--- src/rtl/gato_pkg.sv ---
// Shared encodings for the tic-tac-toe board: cell codes, game status,
// control FSM states and the 3-bit RGB palette.
package gato_pkg;

  localparam logic [1:0] CELDA_VACIA = 2'b00;
  localparam logic [1:0] CELDA_X     = 2'b01;
  localparam logic [1:0] CELDA_O     = 2'b10;

  localparam logic [1:0] EST_JUGANDO = 2'b00;
  localparam logic [1:0] EST_GANA_X  = 2'b01;
  localparam logic [1:0] EST_GANA_O  = 2'b10;
  localparam logic [1:0] EST_EMPATE  = 2'b11;

  typedef enum logic [1:0] {
    JUEGO    = 2'd0,
    VERIFICA = 2'd1,
    FIN      = 2'd2
  } estadoFsm_t;

  localparam logic [2:0] NEGRO    = 3'b000;
  localparam logic [2:0] BLANCO   = 3'b111;
  localparam logic [2:0] ROJO     = 3'b100;
  localparam logic [2:0] AZUL     = 3'b001;
  localparam logic [2:0] VERDE    = 3'b010;
  localparam logic [2:0] AMARILLO = 3'b110;

endpackage

--- src/rtl/gato_detector_linea.sv ---
// Combinational line detector: checks every row, column and both diagonals
// for the given player and reports win, full board and the winning cells.
import gato_pkg::*;

module gato_detector_linea #(
  parameter int N = 3
) (
  input  logic [N*N*2-1:0] tablero,
  input  logic [1:0]       jugador,
  output logic             gana,
  output logic             lleno,
  output logic [N*N-1:0]   mascara
);

  always_comb begin
    logic lineaOk;
    lineaOk = 1'b0;
    gana    = 1'b0;
    lleno   = 1'b1;
    mascara = '0;

    for (int i = 0; i < N*N; i++) begin
      if (tablero[2*i +: 2] == CELDA_VACIA) lleno = 1'b0;
    end

    for (int r = 0; r < N; r++) begin
      lineaOk = 1'b1;
      for (int c = 0; c < N; c++) begin
        if (tablero[2*(r*N+c) +: 2] != jugador) lineaOk = 1'b0;
      end
      if (lineaOk) begin
        gana = 1'b1;
        for (int c = 0; c < N; c++) mascara[r*N+c] = 1'b1;
      end
    end

    for (int c = 0; c < N; c++) begin
      lineaOk = 1'b1;
      for (int r = 0; r < N; r++) begin
        if (tablero[2*(r*N+c) +: 2] != jugador) lineaOk = 1'b0;
      end
      if (lineaOk) begin
        gana = 1'b1;
        for (int r = 0; r < N; r++) mascara[r*N+c] = 1'b1;
      end
    end

    lineaOk = 1'b1;
    for (int i = 0; i < N; i++) begin
      if (tablero[2*(i*N+i) +: 2] != jugador) lineaOk = 1'b0;
    end
    if (lineaOk) begin
      gana = 1'b1;
      for (int i = 0; i < N; i++) mascara[i*N+i] = 1'b1;
    end

    lineaOk = 1'b1;
    for (int i = 0; i < N; i++) begin
      if (tablero[2*(i*N+(N-1-i)) +: 2] != jugador) lineaOk = 1'b0;
    end
    if (lineaOk) begin
      gana = 1'b1;
      for (int i = 0; i < N; i++) mascara[i*N+(N-1-i)] = 1'b1;
    end
  end

endmodule

--- src/rtl/gato_tablero_render.sv ---
// N x N tic-tac-toe board with move handshake, win/draw detection and a
// registered VGA pixel colour stage driven by the sync generator's coordinates.
import gato_pkg::*;

module gato_tablero_render #(
  parameter int N         = 3,
  parameter int ORIGEN_X  = 160,
  parameter int ORIGEN_Y  = 120,
  parameter int CELDA_W   = 80,
  parameter int CELDA_H   = 60,
  parameter int GROSOR    = 4,
  parameter int BLINK_DIV = 12500000
) (
  input  logic        clk,
  input  logic        rst_n,
  input  logic        video_mostrar,
  input  logic [10:0] pixel_x,
  input  logic [10:0] pixel_y,
  input  logic [4:0]  cursor,
  input  logic        jugada_valid,
  output logic        jugada_ready,
  output logic        jugada_err,
  input  logic        reiniciar,
  output logic        turno,
  output logic [1:0]  estado,
  output logic [2:0]  salida_rgb
);

  localparam int CELDAS = N * N;
  localparam int CNT_W  = (BLINK_DIV > 1) ? $clog2(BLINK_DIV) : 1;

  estadoFsm_t          fsm, fsmNext;
  logic [CELDAS*2-1:0] tablero;
  logic [CELDAS-1:0]   mascaraGan, mascaraDet;
  logic                rstDone, gana, lleno;
  logic [1:0]          jugador, celdaCursor;
  logic                movOk, fire;
  logic [CNT_W-1:0]    blinkCnt;
  logic                fase;

  assign jugador      = turno ? CELDA_O : CELDA_X;
  assign jugada_ready = rstDone && (fsm != VERIFICA);
  assign fire         = jugada_valid && jugada_ready && !reiniciar;

  always_comb begin
    celdaCursor = CELDA_VACIA;
    for (int i = 0; i < CELDAS; i++) begin
      if (cursor == 5'(i)) celdaCursor = tablero[2*i +: 2];
    end
    movOk = (cursor < 5'(CELDAS)) && (celdaCursor == CELDA_VACIA);
  end

  gato_detector_linea #(.N(N)) uDetector (
    .tablero (tablero),
    .jugador (jugador),
    .gana    (gana),
    .lleno   (lleno),
    .mascara (mascaraDet)
  );

  always_ff @(posedge clk or negedge rst_n) begin
    if (!rst_n) fsm <= JUEGO;
    else        fsm <= fsmNext;
  end

  always_comb begin
    fsmNext = fsm;
    case (fsm)
      JUEGO:    if (fire && movOk) fsmNext = VERIFICA;
      VERIFICA: fsmNext = (gana || lleno) ? FIN : JUEGO;
      FIN:      fsmNext = FIN;
      default:  fsmNext = JUEGO;
    endcase
    if (reiniciar) fsmNext = JUEGO;
  end

  // Board, turn and result; the board written at the accept edge is the one
  // the detector sees during VERIFICA.
  always_ff @(posedge clk or negedge rst_n) begin
    if (!rst_n) begin
      tablero    <= '0;
      mascaraGan <= '0;
      turno      <= 1'b0;
      estado     <= EST_JUGANDO;
      jugada_err <= 1'b0;
      rstDone    <= 1'b0;
    end else begin
      rstDone    <= 1'b1;
      jugada_err <= 1'b0;
      if (reiniciar) begin
        tablero    <= '0;
        mascaraGan <= '0;
        turno      <= 1'b0;
        estado     <= EST_JUGANDO;
      end else begin
        case (fsm)
          JUEGO: begin
            if (fire) begin
              if (movOk) begin
                for (int i = 0; i < CELDAS; i++) begin
                  if (cursor == 5'(i)) tablero[2*i +: 2] <= jugador;
                end
              end else begin
                jugada_err <= 1'b1;
              end
            end
          end
          VERIFICA: begin
            if (gana) begin
              estado     <= turno ? EST_GANA_O : EST_GANA_X;
              mascaraGan <= mascaraDet;
            end else if (lleno) begin
              estado <= EST_EMPATE;
            end else begin
              turno <= ~turno;
            end
          end
          FIN:     if (fire) jugada_err <= 1'b1;
          default: ;
        endcase
      end
    end
  end

  always_ff @(posedge clk or negedge rst_n) begin
    if (!rst_n) begin
      blinkCnt <= '0;
      fase     <= 1'b0;
    end else if (blinkCnt == CNT_W'(BLINK_DIV - 1)) begin
      blinkCnt <= '0;
      fase     <= ~fase;
    end else begin
      blinkCnt <= blinkCnt + 1'b1;
    end
  end

  logic [10:0] baseX, baseY, offX, offY;
  logic [2:0]  col, fila;
  logic [4:0]  idxPix;
  logic        dentro, lineaPix, ganaPix;
  logic [1:0]  celdaPix;
  logic [2:0]  rgbNext;

  // Cell lookup by boundary comparison; baseX/baseY track the left/top edge
  // of the cell the pixel falls in.
  always_comb begin
    col   = '0;
    fila  = '0;
    baseX = 11'(ORIGEN_X);
    baseY = 11'(ORIGEN_Y);
    for (int k = 1; k < N; k++) begin
      if (pixel_x >= 11'(ORIGEN_X + k*CELDA_W)) begin
        col   = col + 3'd1;
        baseX = 11'(ORIGEN_X + k*CELDA_W);
      end
      if (pixel_y >= 11'(ORIGEN_Y + k*CELDA_H)) begin
        fila  = fila + 3'd1;
        baseY = 11'(ORIGEN_Y + k*CELDA_H);
      end
    end
    offX   = pixel_x - baseX;
    offY   = pixel_y - baseY;
    dentro = (pixel_x >= 11'(ORIGEN_X)) && (pixel_x <= 11'(ORIGEN_X + N*CELDA_W - 1)) &&
             (pixel_y >= 11'(ORIGEN_Y)) && (pixel_y <= 11'(ORIGEN_Y + N*CELDA_H - 1));
    lineaPix = dentro &&
               (((col != 3'(N-1)) && (offX >= 11'(CELDA_W - GROSOR))) ||
                ((fila != 3'(N-1)) && (offY >= 11'(CELDA_H - GROSOR))));
    idxPix   = 5'(fila) * 5'(N) + 5'(col);
    celdaPix = CELDA_VACIA;
    ganaPix  = 1'b0;
    for (int i = 0; i < CELDAS; i++) begin
      if (idxPix == 5'(i)) begin
        celdaPix = tablero[2*i +: 2];
        ganaPix  = mascaraGan[i];
      end
    end
  end

  always_comb begin
    rgbNext = BLANCO;
    if (!video_mostrar)                                          rgbNext = NEGRO;
    else if (lineaPix)                                           rgbNext = NEGRO;
    else if (dentro && fsm == FIN && ganaPix)                    rgbNext = VERDE;
    else if (dentro && fase && fsm != FIN && idxPix == cursor)   rgbNext = AMARILLO;
    else if (dentro && celdaPix == CELDA_X)                      rgbNext = ROJO;
    else if (dentro && celdaPix == CELDA_O)                      rgbNext = AZUL;
  end

  always_ff @(posedge clk or negedge rst_n) begin
    if (!rst_n) salida_rgb <= NEGRO;
    else        salida_rgb <= rgbNext;
  end

endmodule

--- config.mk ---
export PLATFORM = sky130hd
export DESIGN_NAME = gato_tablero_render
export DESIGN_NICKNAME = d
export VERILOG_FILES = /design/src/rtl/gato_pkg.sv /design/src/rtl/gato_detector_linea.sv /design/src/rtl/gato_tablero_render.sv
export SDC_FILE = /design/constraint.sdc
export NUM_CORES = 1
export LEC_CHECK = 0
export ABC_AREA = 1
export BUFFER_PORTS_ARGS = -buffer_cell sky130_fd_sc_hd__buf_2
export CELL_PAD_IN_SITES_DETAIL_PLACEMENT = 1
export CELL_PAD_IN_SITES_GLOBAL_PLACEMENT = 2
export CORE_MARGIN = 5
export CORE_UTILIZATION = 34
export DETAILED_ROUTE_END_ITERATION = 10
export GPL_TIMING_DRIVEN = 0
export PLACE_DENSITY = 0.87
export SETUP_SLACK_MARGIN = 0.05
export SLEW_MARGIN = 0
export SYNTH_ARGS = -nofsm -noshare
export SYNTH_HDL_FRONTEND = slang
export SYNTH_SLANG_ARGS = --single-unit
--- constraint.sdc ---
create_clock -name clk -period 2.5 [get_ports clk]
set_input_delay 0.25 -clock clk [delete_from_list [all_inputs] [get_ports clk]]
set_output_delay 0.25 -clock clk [all_outputs]
set_load 0.02 [all_outputs]
# Yosys cells after proc, flatten, opt, wreduce, memory -nomap -nowiden
# Cells that the tools add are included.
[totals]
regBits = 62
inputBits = 32
[classes]
add_sub_neg = 6
mul = 1
bitwise = 2
n_eq_ne = 38
n_mux = 132
n_reduce_logical = 61
magnitude_cmp = 11
[ops]
columns = ["op", "n"]
rows = [
  ["1-bit two-way mux", 72],
  ["18-bit two-way mux", 4],
  ["2-bit two-way mux", 35],
  ["11-bit by 8-bit greater-or-equal comparator with 1-bit output (second input constant)", 4],
  ["5-bit by 3-bit == test with 1-bit output (second input constant)", 8],
  ["4-bit AND reduction", 9],
  ["3-bit two-way mux", 11],
  ["2-bit nonzero test", 14],
  ["9-bit two-way mux", 3],
  ["24-bit by 1-bit adder with 24-bit output (second input constant)", 1],
  ["24-bit == test (second input constant)", 1],
  ["24-bit two-way mux", 1],
  ["11-bit by 7-bit greater-or-equal comparator with 1-bit output (second input constant)", 2],
  ["11-bit by 9-bit <= comparator with 1-bit output (second input constant)", 2],
  ["2-bit zero test", 11],
  ["11-bit two-way mux", 2],
  ["11-bit subtractor", 2],
  ["5-bit by 2-bit == test with 1-bit output (second input constant)", 4],
  ["1-bit logical AND", 18],
  ["2-bit != test", 9],
  ["11-bit by 6-bit greater-or-equal comparator with 1-bit output (second input constant)", 1],
  ["11-bit by 9-bit greater-or-equal comparator with 1-bit output (second input constant)", 1],
  ["5-bit by 1-bit == test with 1-bit output (second input constant)", 2],
  ["5-bit by 4-bit == test with 1-bit output (second input constant)", 2],
  ["22 further kinds", 32],
]

# Logic depth before layout (Yosys ltp)
[logic_depth]
ltp_word = 24
ltp_mapped = 24
depth_no_buf = 24

# Cells and area by module
# Synthesis repeated with hierarchy kept, for this count alone.
[hier_totals]
cells_unflattened = 760
area_unflattened_um2 = 4971.0
[modules_own_cells]
columns = ["mod", "area_per_inst_um2", "instances", "cells_each"]
rows = [
  ["gato_tablero_render", 4461.8, 1, 644],
  ["gato_detector_linea", 509.2, 1, 116],
]

# Worst setup path after synthesis
# No wires, ideal clock.
[synth_timing]
path_kind = "input to register"
start = "input port pixel_y[4]"
end = "register salida_rgb[1]"
n_path_buf = 0
slack_ns = -0.688
cell_stages = 21
setup_time_ns = 0.124
required_ns = 2.376
arrival_ns = 3.064
cell_sequence = "nand2_1 inv_1 nor2_1 or3_1 nand2_1 inv_1 ha_1 inv_1 ha_1 ha_1 fa_1 nor2_1 nand2_1 nor2_1 nor2_1 nand4_1 o21bai_1 nor2_1 nand2_1 nand2_1 a21oi_1"
[synth_between]
elab_chain_len = 24
elab_cells_between_ends = 62
cone_classes = "add/sub (3); mul (1); order compare (5); eq/ne (12); mux (28); reduce/logical (13)"
[synth_lines]
columns = ["item", "line", "text"]
rows = [
  ["start: declaration", "gato_tablero_render.sv:18", "input logic [10:0] pixel_y,"],
  ["11-bit by 8-bit greater-or-equal comparator with 1-bit output", "gato_tablero_render.sv:156", "if (pixel_y >= 11'(ORIGEN_Y + k*CELDA_H)) begin"],
  ["1-bit two-way mux", "gato_tablero_render.sv:156", ""],
  ["3-bit by 1-bit adder with 3-bit output", "gato_tablero_render.sv:157", "fila = fila + 3'd1;"],
  ["3-bit two-way mux", "gato_tablero_render.sv:156", ""],
  ["3-bit by 2-bit multiplier with 5-bit output", "gato_tablero_render.sv:168", "idxPix = 5'(fila) * 5'(N) + 5'(col);"],
  ["5-bit by 3-bit adder with 5-bit output", "gato_tablero_render.sv:168", ""],
  ["5-bit zero test", "gato_tablero_render.sv:172", "if (idxPix == 5'(i)) begin"],
  ["2-bit two-way mux (9 in a row)", "gato_tablero_render.sv:172", ""],
  ["2-bit == test", "gato_tablero_render.sv:186", "else if (dentro && celdaPix == CELDA_O) rgbNext = AZUL;"],
  ["1-bit logical AND", "gato_tablero_render.sv:186", ""],
  ["3-bit two-way mux", "gato_tablero_render.sv:186", ""],
  ["3-bit two-way mux", "gato_tablero_render.sv:185", "else if (dentro && celdaPix == CELDA_X) rgbNext = ROJO;"],
  ["3-bit two-way mux", "gato_tablero_render.sv:184", "else if (dentro && fase && fsm != FIN && idxPix == cursor) rgbNext = AMARILLO;"],
  ["3-bit two-way mux", "gato_tablero_render.sv:183", "else if (dentro && fsm == FIN && ganaPix) rgbNext = VERDE;"],
  ["3-bit two-way mux *", "gato_tablero_render.sv:182", "else if (lineaPix) rgbNext = NEGRO;"],
  ["3-bit two-way mux *", "gato_tablero_render.sv:181", "if (!video_mostrar) rgbNext = NEGRO;"],
  ["via rgbNext[1]", "gato_tablero_render.sv:142", "logic [2:0] rgbNext;"],
  ["end signal: assignment", "gato_tablero_render.sv:191", "else salida_rgb <= rgbNext;"],
  ["end: declaration", "gato_tablero_render.sv:26", "output logic [2:0] salida_rgb"],
]
# Mark *: on every way through the listed nets, which the timed path passes. The rest lies on a longest branch.
# A chain may end at the register's enable or synchronous reset.

# Worst setup path in the final report
# Same ends and word-level chain as after synthesis.

==> out/qor.txt <==
H-tree lvl count: 3
post-synthesis register bit count: 62
vias per inst: 5.306
final worst-path setup slack: -553.6 ps
largest stage delay on the critical path: 640 ps
gr busiest metal: met2
leak pwr: 2.901 nW
Mapped Avg Cell Area: 6.774 µm²
chip height: 126.7 µm
grt ovf: 0
initial detailed-routing violation count: 248
register area share after synthesis: 33.49%
# diodes: 0
top cells by area, synth: dfrtp_1 33%, nand2_1 13%, nand3_1 8.7%
crit path max fanout: 4
vias in the first global route: 5230
RePlAce Congestion: 0.8442
normalized max-slew margin: 40.21%
most common flop cell mapped by yosys: dfrtp_1
Core Rows: 42
Async S/R FF share, synth: 100.0%
Synth Cell Area: 4633 µm²
antenna violations before repair: 0
Post-Syn Nets: 739
Final nets: 796
peak supply drop: 0.3981 mV
Total GRT Usage: 19.47%
CTS buffer count: 9
total power: 3.836 mW
initial core utilization: 34.85%
crit path launch type: input pin
crit end category: flip-flop
CTS max path bufs: 2
CP cell instances: buf_12, nand2_8, inv_8, nor2_4, or3_4, nand2_4, inv_4, ha_4, inv_4, ha_4, ha_4, fa_2, inv_2, nand2_2, nor2_4, nand2_1, nand3_1, nor2_1, nand4_1, o21bai_1, nor2_1, nand2_1, nand2_1, a21oi_1
Worst-Skew Late Latency: 330 ps
Crit path arrival time: 3300 ps
Power Density: 674.1 nW/µm²
Worst-Margin Slew: 893.6 ps
hold bufs inserted after CTS: 0
Yosys Warn Count: 0
CTS tree: built
R2R Setup Slk: 310 ps
Tmin final: 3054 ps
TritonRoute pass-1 iters: 4
residual DRC count: 0
die footprint: 16060 µm²
placed cell count: 895
Req. time, crit path: 2750 ps
CTS root buf: clkbuf_16
Setup Skew: 6.182 ps
final slew viol count: 0
Register Area: 1551 µm²
# setup viols final: 3
run status: finished with violations
top-area cell type share of the netlist area: 33.49%
Detailed Route WL: 15140 µm
# IOs: 40
hold crit path type: input pin to asynchronous set/reset pin
Die Wd: 126.7 µm
met3 global-route usage: 4.119%
fmax: 0.3275 GHz
area of the multi-input gates: 2903 µm²
met1 usage: 25.36%
clk slew on worst S/H paths: 50 ps
Post-Syn Instances: 684
Yosys cell types: 44
period utilization: 122.1%
first-pass GRT wire length: 25790 µm
layout cells sized above 1: 14.75%
filler cell count: 1691
DR vias: 4892
Layout Area Growth over Synthesis: 22.82%
max cap viols: 0
EDFF count, synth: 0
largest net degree at the start of global routing: 63
met2 usage: 32.78%
ANT nets after route: 0
Fin. Hold Viols: 0
Post-Layout Cell Count: 922
leading area contributor after synthesis: dfrtp_1
detailed placer's ending HPWL: 11380 µm
RSZ-0062 raised after global routing: true
kind of critical path: input pin to flip-flop
CORE AREA: 13300 µm²
CP max-delay cell: fa_2
Hold WS: 2.763 ps
Port Buffers: 35
clock sinks: 62
violated checks: setup timing
routed len/inst: 16.42 µm
[worst paths after layout]
kind	start	end	depth (start not counted)
worst max-delay path	pixel_y[4]	salida_rgb[1]$_DFF_PN0_	24
worst min-delay path	rst_n	tablero[14]$_DFFE_PN0P_	1
worst max register to register	blinkCnt[0]$_DFF_PN0_	blinkCnt[5]$_DFF_PN0_	8
worst min register to register	blinkCnt[0]$_DFF_PN0_	blinkCnt[0]$_DFF_PN0_	1
max in group asynchronous	rst_n	blinkCnt[14]$_DFF_PN0_	1
min in group clk	video_mostrar	salida_rgb[1]$_DFF_PN0_	3
[flip-flops by register name, summed over array words and instances, names as in the netlist]
register / count
rstDone: 1
jugada_err: 1
turno: 1
estado: 2
blinkCnt: 24
fsm: 2
tablero: 18
mascaraGan: 9
salida_rgb: 3
fase: 1
[synthesized netlist by cell type, types with 2 or more instances]
master      n
nor2_2      4
nor3_1     18
ha_1       20
clkbuf_1    2
buf_6       2
xor2_1      9
a31oi_1     3
dfrtp_1    62
inv_1      91
nor2_1    103
nand2_4     2
fa_1        3
o21a_1      7
nand3b_1    2
a21oi_1    26
nor4_1      6
o21ai_1     2
a21boi_0    2
nand4_1    29
xnor2_1     2
nand2_1   157
o21ai_0    27
o22ai_1     3
nand3_1    81
o21bai_1    2
[report_power, final]
| part | switching, mW | internal, mW |
|---|---|---|
| Sequential | 0.222 | 1.12 |
| Combinational | 0.756 | 0.387 |
| Clock | 0.451 | 0.901 |
[logic make-up after synthesis]
logic type / Yosys count / synth area share (%)
other: 1 / 0.08094
XOR/XNOR: 11 / 2.080
adder cells (fa/ha/maj): 23 / 6.697
flip-flops: 62 / 33.49
AO/OA/AOI/OAI: 79 / 9.884
AND/OR/NAND/NOR: 410 / 39.48
buffers and inverters: 98 / 8.290
[critical path: cells and delay by family]
kind / cells / cell delay, ps
buffers and inverters: 5 / 320
AOI/OAI and AO/OA: 2 / 340
adders and majority gates: 4 / 1140
and+or+nand+nor: 13 / 1250
[layout by cell type, fill, tap and decap left out, drive strengths merged, types with 3 or more instances in the layout]
| cell | n |
|---|---|
| nand2 | 160 |
| nor2 | 108 |
| inv | 92 |
| nand3 | 81 |
| dfrtp | 62 |
| buf | 50 |
| nand4 | 29 |
| o21ai | 29 |
| a21oi | 26 |
| ha | 20 |
| nor3 | 19 |
| clkbuf | 15 |
| xor2 | 9 |
| o21a | 7 |
| nor4 | 7 |
| o22ai | 3 |
| a31oi | 3 |
| fa | 3 |
[stage by stage]
stage	worst slack, ps	TNS [ps]	util [%]	area [µm²]
floorplan	-548.8	-1588	-	4717
global placement	-1091	-3200	38.45	5112
detailed placement	-1145	-3371	38.47	5115
CTS	-465.0	-1268	41.93	5575
global route	-711.9	-2011	42.80	5690
finish	-553.6	-1536	42.80	5690
[cell type report]
cell class,instances,area share [%]
buffer,6,0.6816
clock buffer,13,4.398
clock inverter,3,1.187
inverter,92,6.288
multi-input combinational,524,51.01
sequential,62,27.26
tap,176,3.870
timing repair buffer,46,5.299
[routing by layer]
metal | vias up | wire length [µm]
li1 | 2384 | -
met1 | 2397 | 7064
met2 | 91 | 7146
met3 | 20 | 722
met4 | 0 | 208
met5 | - | 0
[what timing repair did]
item / 4_1_cts / 5_1_grt
setup endpoints to repair: 11 / 9
cloned: 0 / 0
pin swaps: 21 / 13
setup buffers: 7 / 4
gates resized for setup: 24 / 22
No activity file was read; power rests on OpenSTA's default activity.
